$ cat src/rtl/trigger_pkg.sv
// Shared types and constants for the trigger capture block.
// FSM state type, default parameters, saturation helper.
package trigger_pkg;

  typedef enum logic [1:0] {
    ST_IDLE,
    ST_MEASURE,
    ST_HOLD
  } state_e;

  localparam int unsigned FILTER_LEN_DEF = 4;
  localparam int unsigned WIDTH_BITS_DEF = 16;
  localparam int unsigned COUNT_BITS_DEF = 8;

  // All-ones value of a counter that is bits wide (bits <= 32).
  // For bits == 32 the shift yields 0 and the subtraction wraps.
  function automatic logic [31:0] sat_max(
    input int unsigned bits
  );
    sat_max = (32'd1 << bits) - 32'd1;
  endfunction

endpackage

$ cat src/rtl/trigger_sync_filter.sv
// Synchronizer, glitch filter and edge detect for the trigger line.
// In: Clk, Reset, Input_In. Out: flt (level), rise, fall (1-cycle).
module trigger_sync_filter #(
  parameter int unsigned FILTER_LEN = 4
) (
  input  logic Clk,
  input  logic Reset,
  input  logic Input_In,
  output logic flt,
  output logic rise,
  output logic fall
);

  localparam logic [7:0] CNT_LAST = 8'(FILTER_LEN - 1);

  logic       sync1_q;
  logic       sync2_q;
  logic       flt_q;
  logic       flt_d;
  logic       flt_dly_q;
  logic [7:0] cnt_q;
  logic [7:0] cnt_d;

  // The counter only runs while the synchronized level disagrees
  // with the filtered one; any agreement restarts the qualification.
  always_comb begin
    cnt_d = '0;
    flt_d = flt_q;
    if (sync2_q != flt_q) begin
      if (cnt_q == CNT_LAST) begin
        flt_d = ~flt_q;
      end else begin
        cnt_d = cnt_q + 8'd1;
      end
    end
  end

  always_ff @(posedge Clk or posedge Reset) begin
    if (Reset) begin
      sync1_q   <= 1'b0;
      sync2_q   <= 1'b0;
      flt_q     <= 1'b0;
      flt_dly_q <= 1'b0;
      cnt_q     <= '0;
    end else begin
      sync1_q   <= Input_In;
      sync2_q   <= sync1_q;
      flt_q     <= flt_d;
      flt_dly_q <= flt_q;
      cnt_q     <= cnt_d;
    end
  end

  assign flt  = flt_q;
  assign rise = flt_q & ~flt_dly_q;
  assign fall = ~flt_q & flt_dly_q;

endmodule

$ cat src/rtl/trigger_capture.sv
// Trigger receive: filtered edge pulse, pulse-width capture, events.
// In: Clk, Reset, Input_In, Width_Ack. Out: Trig_Pulse, Level_Out,
// Width_Out, Width_Valid, Overrun, Event_Count.
module trigger_capture
  import trigger_pkg::*;
#(
  parameter int unsigned FILTER_LEN = FILTER_LEN_DEF,
  parameter int unsigned WIDTH_BITS = WIDTH_BITS_DEF,
  parameter int unsigned COUNT_BITS = COUNT_BITS_DEF
) (
  input  logic                  Clk,
  input  logic                  Reset,
  input  logic                  Input_In,
  output logic                  Trig_Pulse,
  output logic                  Level_Out,
  output logic [WIDTH_BITS-1:0] Width_Out,
  output logic                  Width_Valid,
  input  logic                  Width_Ack,
  output logic                  Overrun,
  output logic [COUNT_BITS-1:0] Event_Count
);

  localparam logic [WIDTH_BITS-1:0] W_MAX =
    WIDTH_BITS'(sat_max(WIDTH_BITS));
  localparam logic [WIDTH_BITS-1:0] W_ONE = WIDTH_BITS'(1);
  localparam logic [COUNT_BITS-1:0] E_ONE = COUNT_BITS'(1);

  logic flt;
  logic rise;
  logic fall;

  state_e                state_q;
  state_e                state_d;
  logic [WIDTH_BITS-1:0] wcnt_q;
  logic [WIDTH_BITS-1:0] wcnt_d;
  logic [WIDTH_BITS-1:0] wout_q;
  logic [WIDTH_BITS-1:0] wout_d;
  logic                  wvld_q;
  logic                  wvld_d;
  logic                  ovr_q;
  logic                  ovr_d;
  logic [COUNT_BITS-1:0] evt_q;
  logic [COUNT_BITS-1:0] evt_d;

  trigger_sync_filter #(
    .FILTER_LEN(FILTER_LEN)
  ) u_sf (
    .Clk     (Clk),
    .Reset   (Reset),
    .Input_In(Input_In),
    .flt     (flt),
    .rise    (rise),
    .fall    (fall)
  );

  always_comb begin
    state_d = state_q;
    wcnt_d  = wcnt_q;
    wout_d  = wout_q;
    wvld_d  = wvld_q;
    ovr_d   = ovr_q;
    evt_d   = rise ? evt_q + E_ONE : evt_q;
    unique case (state_q)
      ST_IDLE: begin
        if (rise) begin
          state_d = ST_MEASURE;
          wcnt_d  = W_ONE;
        end
      end
      ST_MEASURE: begin
        if (fall) begin
          state_d = ST_HOLD;
          wout_d  = wcnt_q;
          wvld_d  = 1'b1;
        end else if (flt && (wcnt_q != W_MAX)) begin
          wcnt_d = wcnt_q + W_ONE;
        end
      end
      ST_HOLD: begin
        // An ack in the same cycle as a new edge frees the slot,
        // so that edge starts a fresh measurement instead.
        if (Width_Ack) begin
          wvld_d = 1'b0;
          if (rise) begin
            state_d = ST_MEASURE;
            wcnt_d  = W_ONE;
          end else begin
            state_d = ST_IDLE;
          end
        end else if (rise) begin
          ovr_d = 1'b1;
        end
      end
      default: begin
        state_d = ST_IDLE;
      end
    endcase
  end

  always_ff @(posedge Clk or posedge Reset) begin
    if (Reset) begin
      state_q <= ST_IDLE;
      wcnt_q  <= '0;
      wout_q  <= '0;
      wvld_q  <= 1'b0;
      ovr_q   <= 1'b0;
      evt_q   <= '0;
    end else begin
      state_q <= state_d;
      wcnt_q  <= wcnt_d;
      wout_q  <= wout_d;
      wvld_q  <= wvld_d;
      ovr_q   <= ovr_d;
      evt_q   <= evt_d;
    end
  end

  assign Trig_Pulse  = rise;
  assign Level_Out   = flt;
  assign Width_Out   = wout_q;
  assign Width_Valid = wvld_q;
  assign Overrun     = ovr_q;
  assign Event_Count = evt_q;

endmodule
$ cat config.mk
export PLATFORM = sky130hd
export DESIGN_NAME = trigger_capture
export DESIGN_NICKNAME = d
export VERILOG_FILES = /design/src/rtl/trigger_pkg.sv /design/src/rtl/trigger_sync_filter.sv /design/src/rtl/trigger_capture.sv
export SDC_FILE = /design/constraint.sdc
export NUM_CORES = 1
export LEC_CHECK = 0
export ABC_CLOCK_PERIOD_IN_PS = 3900
export BUFFER_PORTS_ARGS = -buffer_cell sky130_fd_sc_hd__buf_2
export CAP_MARGIN = 20
export CORE_ASPECT_RATIO = 1.75
export CORE_MARGIN = 4
export CORE_UTILIZATION = 40
export CTS_CLUSTER_DIAMETER = 40
export DETAILED_ROUTE_END_ITERATION = 16
export PLACE_DENSITY = 0.55
export SETUP_SLACK_MARGIN = 0.15
export SLEW_MARGIN = 40
export SYNTH_ARGS = -nofsm -noshare
export SYNTH_HDL_FRONTEND = slang
export SYNTH_SLANG_ARGS = --single-unit
$ cat constraint.sdc
create_clock -name Clk -period 3.9 [get_ports Clk]
set_input_delay 0.39 -clock Clk [delete_from_list [all_inputs] [get_ports Clk]]
set_output_delay 0.39 -clock Clk [all_outputs]
set_load 0.005 [all_outputs]
Word-level counts from Yosys, hierarchy flattened
Cells that the tools add are included.
{ "word_totals": {"out_inout_bits": 28, "wordCells": 54, "inputBits": 4, "register_bits": 56} }
{ "classes": {"n_reduce_logical": 10, "eq_ne": 10, "add_sub_neg": 3, "bitwise_logic": 5, "mux": 15} }
{ "op_table": {"columns": ["op", "count"], "rows": [
  ["two-way mux 16 bit", 4],
  ["case mux 16 bit (3 select lines)", 1],
  ["adder 16 x 1 -> 16 bit, second input constant", 1],
  ["adder 8 x 1 -> 8 bit, second input constant", 2],
  ["two-way mux 8 bit", 2],
  ["!= test 16 bit, second input constant", 1],
  ["!= test 2 bit, second input constant", 5],
  ["AND reduction 3 bit", 3],
  ["equality test 8 x 2 -> 1 bit, second input constant", 1],
  ["two-way mux 2 bit", 3],
  ["case mux 2 bit (3 select lines)", 1],
  ["AND reduction 2 bit", 2],
  ["AND reduction 4 bit", 1],
  ["two-way mux 1 bit", 3],
  ["NOT 1 bit", 3],
  ["nonzero test 3 bit", 1],
  ["bitwise AND 1 bit", 2],
  ["equality test 2 x 1 -> 1 bit, second input constant", 1],
  ["equality test 2 bit, second input constant", 1],
  ["zero test 2 bit", 1],
  ["case mux 1 bit (2 select lines)", 1],
  ["nonzero test 2 bit", 1],
  ["logical AND 1 bit", 1],
  ["!= test 1 bit", 1]
]} }

Depth between registers and ports, before layout
{ "logic_depth": {"depth_word": 5, "mapped_depth": 7, "mapped_depth_nobuf": 5} }

Modules after synthesis
A second synthesis with hierarchy kept.
{ "hier_totals": {"hier_cells": 239, "hier_area_um2": 2627.5} }
{ "by_module_without_submodules": {"columns": ["mod", "area_per_inst_um2", "cells_each", "instances", "seq_area_each_um2"], "rows": [
  ["trigger_capture", 2093.3, 191, 1, 1101.1],
  ["trigger_sync_filter", 534.3, 48, 1, 300.3]
]} }

Least setup slack after synthesis
No wires, ideal clock.
{ "synth_path": {"kind": "reg2reg", "start": "register u_sf.cnt_q[0]", "end": "register u_sf.flt_q, in the netlist u_sf.flt", "t_required_ns": 3.775, "setup_time_ns": 0.125, "arrival_time_ns": 1.745, "path_stages_with_launch": 5, "period_less_slack_ns": 1.870, "slack_ns": 2.030, "n_path_buf": 0, "path_cell_list": "dfrtp_1 -> ha_1 -> or4b_1 -> or4_4 -> mux2_4"} }
{ "synth_between": {"elab_chain_len": 2} }
{ "synth_lines": {"columns": ["item", "line_no", "text"], "rows": [
  ["start: declaration", "trigger_sync_filter.sv:21", "logic [7:0] cnt_q;"],
  ["start signal: assignment", "trigger_sync_filter.sv:50", "cnt_q <= cnt_d;"],
  ["equality test 8 x 2 -> 1 bit", "trigger_sync_filter.sv:30", "if (cnt_q == CNT_LAST) begin"],
  ["AND reduction 2 bit (no line)", null, null],
  ["end signal: assignment", "trigger_sync_filter.sv:48", "flt_q <= flt_d;"],
  ["end: declaration", "trigger_sync_filter.sv:18", "logic flt_q;"]
]} }
No other way between the ends.
A chain may end at the register's enable or synchronous reset.

Worst setup path after layout
{ "layout_path": {"start": "register wcnt_q[0]", "end": "register wcnt_q[11]"} }
{ "layout_between": {"elab_chain_len": 4, "elab_cells_between_ends": 8, "classes_between": "1 x add/sub; 2 x eq/ne; 3 x mux; 2 x reduce/logical"} }
{ "layout_lines": {"columns": ["item", "line_no", "text"], "rows": [
  ["start: declaration", "trigger_capture.sv:34", "logic [WIDTH_BITS-1:0] wcnt_q;"],
  ["start signal: assignment", "trigger_capture.sv:110", "wcnt_q <= wcnt_d;"],
  ["adder 16 x 1 -> 16 bit / != test 16 bit (equally long branches)", "trigger_capture.sv:76, trigger_capture.sv:75", null],
  ["two-way mux 16 bit / logical AND 1 bit (equally long branches)", "trigger_capture.sv:75", "end else if (flt && (wcnt_q != W_MAX)) begin"],
  ["two-way mux 16 bit / != test 2 bit (equally long branches)", null, null],
  ["case mux 16 bit (3 select lines) / AND reduction 4 bit (equally long branches)", null, null]
]} }
Parallel ways exist; a longest one is shown, timed or not. The select of a mux whose other input is x is not followed.

==> summary.txt <==
Sequential area share after synthesis = 53.5%
Syn_nets = 230
Leading area contributor after synthesis = dfrtp_1
Post-CTS Setup Bufs = 0
Initial antenna violation count = 0
Die width = 69.2 um
LEAKAGE = 1.40 nW
CTS Buf Count = 5
Final hold violations = 0
DRC = 0
Most Used Layer, Global Route = met2
Drt initial violations = 73
Flop2flop setup slack = 1.70 ns
Post-synthesis cell count = 223
Max-Cap Viols = 0
Reg2reg start = wcnt_q[0]
Final setup viols = 0
Final nets = 259
Hold buffers post-CTS = 0
Cell with the most instances after synthesis = dfrtp_1
Cell variety after synth = 46
CTS max path bufs = 2
Vias per Instance = 5.53
Final Wtd Congestion = 0.849
CP Cell Sequence = ha_1, and3_1, nand4_2, and2_1, a221o_1
Die height = 115 um
Syn avg cell area = 11.7 um^2
Met2 usage = 25.7%
Critical path's largest stage delay = 0.45 ns
CP arrival = 2.41 ns
Syn Std Cell Area = 0.00262 mm^2
Cell Count, Final, Fillers Out = 332
CTS resizes = 0
Worst Path Max Fanout = 13
Row count = 38
Core area = 0.00628 mm^2
Clock Sinks = 56
Crit path from = wcnt_q[0]
Setup crit end kind = register
Reg2Reg Depth = 5
Fraction of layout cells with a size suffix above 1 = 27.4%
Clk_skew = 0.00864 ns
Kind of critical path = reg -> reg
Reg-to-reg endpoint = wcnt_q[11]
Tot GR Track Use = 14.3%
Grt total ovfl = 0
Post-synth ARST share = 100%
Slew Limit Fails = 0
CTS tree = yes
CP Launch Type = register
Worst-Margin Slew = 0.718 ns
Diode count = 0
Met3 Use GR = 3.41%
Clock slew seen by the registers of the worst setup and hold paths = 0.10 ns
Die area = 0.00795 mm^2
Peak supply drop = 0.000223 V
RSZ-0062 raised after global routing = no
Number of synthesized flops with an enable pin = 0
Delay-heaviest family, CP = simple AND/OR/NAND/NOR gates
Top cells by area, synth = dfrtp_1 54%, mux2_2 7.3%, xor2_1 3.0%, nand3_1 2.5%, a31oi_1 2.4%
Num ports = 32
Setup TNS = 0 ns
Root Driver = clkbuf_8
Relative max-transition margin = 51.9%
Fin crit share = 56.3%
Worst path required time = 4.11 ns
Worst skew pair latency = 0.31 ns
Met1 Usage GRT = 16.1%
Ys flop type = dfrtp_1
Via count = 1835
Post-synth top cells = 56 x dfrtp_1, 17 x mux2_2, 13 x nand3_1, 11 x nor2_1, 10 x a31oi_1
Warning count from the yosys run = 0
Outcome = complete, no violations
Type of the tightest min-delay check = in -> async
Register bit total from synthesis = 56
First drt pass iteration count = 4
Layout Area Growth over Synthesis = 11.0%
Worst Path Buf+Inv = 0
Routed Wire Length = 5.25 mm
Initial core utilization = 41.7%
H-tree depth = 2
First-pass GRT wire length = 9.15 mm
IO buf count = 31
Vias in the first global route = 1920
Placed cells = 325
Largest net degree at the start of global routing = 39
Fillers = 617
Critical path depth = 5
Yosys top cell area share = 53.5%
Maximum clock frequency = 455 MHz
Antenna Nets Post-Route = 0
P per Cell Area = 614 mW/mm^2
Slowest CP cell = dfrtp_1
DPL Wire Length = 3.82 mm
Crit path capture = wcnt_q[11]
Tmin final = 2.20 ns
Avg WL per Cell = 15.8 um
metal layers:
metal,up-vias,part of all wire [%],routed length (um)
li1,884,-,-
met4,0,1.9,98
met3,8,3.8,200
met1,913,42,2180
met2,30,53,2770
met5,-,0,0
cells in the final DEF (no fill, tap or decap), types with 2 or more instances in the layout:
master	count
a21oi_1	4
nand4_1	7
and4_1	5
nand2b_1	3
a22o_1	3
or4_4	2
a31oi_1	10
nand3b_1	4
and2_1	2
nor2_1	11
buf_2	31
nand2_1	9
nand4_2	3
o21ai_0	6
clkbuf_8	5
a21o_1	2
xor2_1	9
nand3_1	13
xnor2_1	7
ha_1	3
and3_1	7
nor3_1	2
mux2_2	17
or4b_1	2
nor2b_1	2
o31ai_1	3
buf_4	2
inv_1	2
clkinv_2	2
dfrtp_1	56
sequential cells by signal (all words and copies together) (netlist names), 2 cells and up:
name,cells
wcnt_q,16
Event_Count,8
Width_Out,16
state_q,2
u_sf.cnt_q,8
metrics by stage:
step | util, % | instance area [um^2] | worst slack [ns] | hold WS, ns | total power [mW]
floorplan | - | 2620 | 2.03 | 0.331 | 1.32
global placement | 45.0 | 2830 | 1.76 | 0.338 | 1.50
detailed placement | 45.0 | 2830 | 1.69 | 0.340 | 1.51
CTS | 46.3 | 2900 | 1.69 | 0.161 | 1.82
global route | 46.3 | 2910 | 1.54 | 0.161 | 1.93
finish | 46.3 | 2910 | 1.70 | 0.133 | 1.78
cell type report:
type                       instances  area (um^2)  area share [%]
sequential                        56         1400            48.2
multi-input combinational        153         1140            39.4
timing repair buffer              33          170            5.86
tap                               80          100            3.45
clock buffer                       6         72.6            2.50
inverter                           3         12.5           0.431
clock inverter                     1         5.00           0.172
kinds of logic after synthesis:
logic type | count (synthesis) | share of synthesized area (%)
mux | 19 | 8.27
flops | 56 | 53.5
fa+ha+maj | 3 | 1.43
buf+inv | 14 | 2.96
simple gates | 81 | 19.7
xor+xnor | 16 | 5.35
compound gates | 34 | 8.75
worst min path at each step:
stage | cells past startpoint | to | startpoint | slack [ns]
6_report | 2 | u_sf.cnt_q[4] | Reset | 0.13
5_1_grt | 1 | u_sf.sync1_q | Input_In | 0.16
4_1_cts | 1 | u_sf.sync1_q | Input_In | 0.16
3_5_place_dp | 0 | u_sf.sync2_q | u_sf.sync1_q | 0.34
3_3_place_gp | 0 | u_sf.sync2_q | u_sf.sync1_q | 0.34
2_1_floorplan | 0 | u_sf.sync2_q | u_sf.sync1_q | 0.33
worst reg2reg max path: stages, from the launching register on:
cell,delay (ns)
dfrtp_1,0.45
ha_1,0.41
and3_1,0.26
nand4_2,0.33
and2_1,0.34
a221o_1,0.32
power breakdown:
group / total [mW] / internal [mW] / leakage [nW] / switching (mW)
registers: 0.908 / 0.733 / 0.739 / 0.175
logic: 0.575 / 0.277 / 0.615 / 0.298
clock network: 0.300 / 0.123 / 0.0410 / 0.177
No activity file was read; power rests on OpenSTA's default activity.
